## src/rtl/alu_fault_injector.sv

```systemverilog
// Fault injector on replica result buses: faults applied 2+delay cycles after accept; cmd_ready low while a command is armed/active.
// Optional FI_LFSR_EN adds cmd_rand: bit index drawn from a 16-bit LFSR instead of cmd_bit.
module alu_fault_injector #(
  parameter int NREP  = 5,
  parameter int WIDTH = 32
) (
  input  logic                  clk,
  input  logic                  reset_n,
  input  logic [NREP*WIDTH-1:0] res_in,
  output logic [NREP*WIDTH-1:0] res_out,
  input  logic                  cmd_valid,
  output logic                  cmd_ready,
  input  logic [2:0]            cmd_replica,
  input  logic [4:0]            cmd_bit,
  input  logic [1:0]            cmd_type,
  input  logic [15:0]           cmd_delay,
  input  logic [15:0]           cmd_duration,
`ifdef FI_LFSR_EN
  input  logic                  cmd_rand,
`endif
  input  logic                  clear,
  output logic                  active,
  output logic                  err,
  output logic [7:0]            inj_count
);

  localparam int NB = NREP * WIDTH;
  localparam logic [1:0] S_IDLE   = 2'd0;
  localparam logic [1:0] S_ARMED  = 2'd1;
  localparam logic [1:0] S_ACTIVE = 2'd2;

  logic [1:0]    r_state;
  logic [15:0]   r_cnt;
  logic [15:0]   r_dur;
  logic [2:0]    r_rep;
  logic [4:0]    r_bit;
  logic [1:0]    r_type;
  logic [NB-1:0] r_sand, r_sor, r_sxor;
  logic [NB-1:0] r_tand, r_tor, r_txor;
  logic          r_active;
  logic          r_err;
  logic [7:0]    r_inj;

  logic [4:0]    w_bit_sel;
  logic          w_rep_bad, w_bit_bad, w_bad;
  logic          w_perm, w_tr_on;
  logic [NB-1:0] w_hit, w_m0, w_m1, w_mx;
  logic [NB-1:0] w_and, w_or, w_xor;

`ifdef FI_LFSR_EN
  logic [15:0] r_lfsr;

  always_ff @(posedge clk or negedge reset_n) begin
    if (!reset_n) r_lfsr <= 16'hACE1;
    else          r_lfsr <= {r_lfsr[14:0], r_lfsr[15] ^ r_lfsr[13] ^ r_lfsr[12] ^ r_lfsr[10]};
  end

  assign w_bit_sel = cmd_rand ? r_lfsr[4:0] : cmd_bit;
`else
  assign w_bit_sel = cmd_bit;
`endif

  // Range checks only exist where the field can actually exceed the parameter.
  generate
    if (NREP < 8) begin : g_rep_chk
      assign w_rep_bad = (cmd_replica >= 3'(NREP));
    end else begin : g_rep_nochk
      assign w_rep_bad = 1'b0;
    end
    if (WIDTH < 32) begin : g_bit_chk
      assign w_bit_bad = (w_bit_sel >= 5'(WIDTH));
    end else begin : g_bit_nochk
      assign w_bit_bad = 1'b0;
    end
  endgenerate

  assign w_bad     = w_rep_bad | w_bit_bad | (cmd_type == 2'b11);
  assign cmd_ready = (r_state == S_IDLE) & ~clear;
  assign w_perm    = (r_dur == 16'd0);
  assign w_tr_on   = (r_state == S_ACTIVE) & ~w_perm;

  always_comb begin
    w_hit = '0;
    for (int k = 0; k < NREP; k++) begin
      for (int b = 0; b < WIDTH; b++) begin
        if (r_rep == 3'(k) && r_bit == 5'(b)) w_hit[k*WIDTH + b] = 1'b1;
      end
    end
  end

  assign w_m0 = (r_type == 2'b00) ? w_hit : '0;
  assign w_m1 = (r_type == 2'b01) ? w_hit : '0;
  assign w_mx = (r_type == 2'b10) ? w_hit : '0;

  always_ff @(posedge clk or negedge reset_n) begin
    if (!reset_n) begin
      r_state  <= S_IDLE;
      r_cnt    <= '0;
      r_dur    <= '0;
      r_rep    <= '0;
      r_bit    <= '0;
      r_type   <= '0;
      r_sand   <= '1;
      r_sor    <= '0;
      r_sxor   <= '0;
      r_tand   <= '1;
      r_tor    <= '0;
      r_txor   <= '0;
      r_active <= 1'b0;
      r_err    <= 1'b0;
      r_inj    <= '0;
    end else begin
      r_err <= 1'b0;
      if (clear) begin
        r_state  <= S_IDLE;
        r_sand   <= '1;
        r_sor    <= '0;
        r_sxor   <= '0;
        r_tand   <= '1;
        r_tor    <= '0;
        r_txor   <= '0;
        r_active <= 1'b0;
      end else begin
        // Transient masks are registered, so they trail ACTIVE entry by one cycle.
        r_tand   <= w_tr_on ? ~w_m0 : '1;
        r_tor    <= w_tr_on ? w_m1  : '0;
        r_txor   <= w_tr_on ? w_mx  : '0;
        r_active <= w_tr_on;
        case (r_state)
          S_IDLE: begin
            if (cmd_valid) begin
              if (w_bad) begin
                r_err <= 1'b1;
              end else begin
                r_rep   <= cmd_replica;
                r_bit   <= w_bit_sel;
                r_type  <= cmd_type;
                r_dur   <= cmd_duration;
                r_cnt   <= cmd_delay;
                r_state <= S_ARMED;
              end
            end
          end
          S_ARMED: begin
            if (r_cnt == 16'd0) begin
              r_state <= S_ACTIVE;
              r_cnt   <= r_dur;
              if (r_inj != 8'hFF) r_inj <= r_inj + 8'd1;
            end else begin
              r_cnt <= r_cnt - 16'd1;
            end
          end
          S_ACTIVE: begin
            if (w_perm) begin
              r_sand  <= r_sand & ~w_m0;
              r_sor   <= r_sor | w_m1;
              r_sxor  <= r_sxor | w_mx;
              r_state <= S_IDLE;
            end else if (r_cnt == 16'd1) begin
              r_state <= S_IDLE;
            end else begin
              r_cnt <= r_cnt - 16'd1;
            end
          end
          default: r_state <= S_IDLE;
        endcase
      end
    end
  end

  // Flip bits from sticky and transient sources OR together rather than cancel.
  assign w_and   = r_sand & r_tand;
  assign w_or    = r_sor | r_tor;
  assign w_xor   = r_sxor | r_txor;
  assign res_out = ((res_in & w_and) | w_or) ^ w_xor;

  assign active    = r_active;
  assign err       = r_err;
  assign inj_count = r_inj;

endmodule

```

## config.mk

```make
export PLATFORM = sky130hd
export DESIGN_NAME = alu_fault_injector
export DESIGN_NICKNAME = d
export VERILOG_FILES = /design/src/rtl/alu_fault_injector.sv
export SDC_FILE = /design/constraint.sdc
export NUM_CORES = 2
export LEC_CHECK = 0
export BUFFER_PORTS_ARGS = -buffer_cell sky130_fd_sc_hd__buf_2
export CORE_MARGIN = 8
export CORE_UTILIZATION = 38
export DETAILED_ROUTE_END_ITERATION = 8
export HOLD_SLACK_MARGIN = 0.06
export SLEW_MARGIN = 20
export SYNTH_ARGS = -nofsm -noshare
export SYNTH_HDL_FRONTEND = slang
export SYNTH_SLANG_ARGS = --single-unit
```

## constraint.sdc

```tcl
create_clock -name clk -period 2.3 [get_ports clk]
set_clock_uncertainty 0.05 [all_clocks]
set_input_delay 0 -clock clk [delete_from_list [all_inputs] [get_ports clk]]
set_output_delay 0 -clock clk [all_outputs]
set_load 0.02 [all_outputs]
```

==> results.toml <==
[worst_setup_path]
cp.arrival_ps = 2920
worst-setup-path-type = "register to register"
crit_path_max_fanout = 30
regToRegSetupSlack_ps = -60
worstPathRequired_ps = 2860
startpoint_type = "register"
r2r_start = "r_dur[3]"
crit_start = "r_dur[3]"
cp-end-kind = "register"
r2r-end = "r_sxor[49]"
r2r_cells = 9
crit_path_end = "r_sxor[49]"

[place]
dp_cells = 5602
place_congestion = 0.850
dpl_cell_area_sq_um = 45200
io_buffers = 376
hpwlAfterDp_mm = 92.9
pre_cts_ws_ps = -270

[cells_and_area]
utilization_pct = 47.6
nNetsFinal = 4606
num-fill-cells = 9719
regArea_sq_um = 25800
multi_input_area_sq_um = 13300
drive_gt1_share_pct = 26.6
layoutNonFillerInstCount = 5884
stdcell_area_sq_um = 49900
syn_to_final_growth_pct = 24.9

[grt]
grt_antenna_before_repair = 17
grt_first_pass_wirelength_mm = 206
first_global_vias = 31600
grt_max_degree = 204
track_usage_pct = 23.4
gr-total-overflow = 0

[synthesis]
synth_largest_area_cell = "dfrtp_1"
synth_cell_types = 60
yosysSeqAreaShare_pct = 64.5
yosysMostFrequentCell = "nor2_1"
synth_edf_count = 0
synth-seq-cells = 1014
syn_avg_cell_area_sq_um = 10.5
postSynth.asyncResetShare_pct = 100
syn_inst = 3816
yosys_warnings = 0
synth_common_cells = "nor2_1 (1017), dfrtp_1 (694), nand2_1 (543)"
synth_flop_cell = "dfrtp_1"
syn_nets = 4031
syn_area_sq_um = 39900
synthTopCellsByArea = "dfrtp_1 (43%), dfstp_2 (21%), nor2_1 (9.6%)"
yosysTopAreaCellShare_pct = 43.5

[power]
peakVddDrop_uv = 551
p_leak_nw = 21.1
total_power_mw = 44.5
power.density_nw_per_um2 = 892

[floorplan]
io_pins = 377
initial_core_util_pct = 38.1
fp.coreArea_sq_um = 105000
die-area_sq_um = 116000
rows = 119
die_w_microns = 340
chipHeight_microns = 340

[timing]
rsz0062_at_grt = "true"
fmax_ghz = 0.423
tightest_slew_ps = 919
drv_slew = 0
tns_ps = -4650
slew_headroom_pct = 38.8
worst_slack_ps = -64.0
holdWs_ps = 89.1
fin_crit_ps = 2360
hold_violations = 0
setup_viol = 246
fin_crit_sh_pct = 103

[clock_network]
cts_tree = "done"
clk_pin_slew_ps = 60
ctsLongestPathBuffers = 3
cts_num_sinks = 1014
clk_latency_ps = 690
h-tree-depth = 3
cts_buffers = 109
root_buffer = "clkbuf_16"

[min_path]
min_path_type = "input port to register"
holdPathStages = 4

[route]
dr.pass1.iters = 5
num_vias = 31000
vias_per_cell = 5.27
drc = 0
drtIter0Drc = 2540
ant_nets = 0
wl_per_cell_microns = 23.6
drt-total-wl_mm = 139

[status]
status = "finished with violations"
violations = "setup timing"

[run]
drv_cap = 0
## cells by family after synthesis
group                      synth area share (%)
AOI/OAI and AO/OA                          11.7
adders and majority gates                 0.282
muxes                                     0.927
buffers and inverters                      2.50
DFF                                        64.5
xor gates and xnor gates                   3.90
and+or+nand+nor                            16.2
## cell usage in the layout (no fill, tap or decap), drive strengths merged, types with 5 or more instances in the layout
master       instances
a21o               160
a21oi              332
a221oi               5
a311oi             160
buf                621
bufinv              11
clkbuf             157
clkinv              27
clkinvlp             6
dfrtp              694
dfstp              320
diode                8
dlygate4sd3         66
ha                   9
inv                 11
mux2                32
nand2              543
nand3               12
nand3b               7
nand4                6
nor2              1017
nor3                11
nor3b                8
nor4                 8
o21ai               17
o22ai                5
o31ai               10
xnor2                8
xor2               170
## worst min path at each step
stage / from / to
6_report: cmd_delay[5] / r_cnt[5]
4_1_cts: cmd_delay[9] / r_cnt[9]
2_1_floorplan: reset_n / active
3_5_place_dp: reset_n / r_sxor[142]
5_1_grt: cmd_delay[9] / r_cnt[9]
3_3_place_gp: reset_n / r_sxor[139]
## metal layers
metal	track usage (%)	vias up	routed length (microns)
li1	-	13800	-
met1	31.6	15800	58500
met2	35.9	1178	62600
met3	6.17	245	11800
met4	9.39	6	5780
met5	1.21	-	221
## sequential cells by signal, summed over array words and instances (netlist names), 2 cells and up
name and flops:
r_sxor 160, r_cnt 16, r_dur 16, inj_count 8, r_bit 5, r_rep 3, r_txor 160, r_state 2
r_tand 160, r_sand 160, r_type 2, r_tor 160, r_sor 160
## worst max-delay path, stage by stage (launching register included)
cell	delay [ps]
dfrtp_1	400
nor4_2	320
buf_4	160
nand4_1	110
or2_4	310
nor3b_4	220
buf_12	220
buf_16	220
a21oi_1	100
nor2_1	110
## cell type report
type | count | area share (%)
flip-flops and latches | 1014 | 51.7
multi-input cells | 2572 | 26.7
repair buffers | 687 | 10.4
clock buffers | 157 | 6.36
well taps | 1391 | 3.49
clock inverters | 48 | 1.25
inverters | 7 | 0.0627
diodes | 8 | 0.0401
## power by group
group | internal (mW) | leakage, nW | switching [mW] | total [mW]
sequential | 18.2 | 13.0 | 0.589 | 18.8
combinational | 2.40 | 6.25 | 4.95 | 7.35
clock | 10.9 | 1.86 | 7.46 | 18.3
total | 31.5 | 21.1 | 13.0 | 44.5
## repair_timing
item | CTS | global route
setup buffers | 0 | 1
hold endpoints to repair | 1245 | 0
endpoints found under the setup margin | 491 | 610
hold buffers | 67 | 0
gates resized for setup | 15 | 12
pin swaps | 3 | 0
No activity file was read; power rests on OpenSTA's default activity.
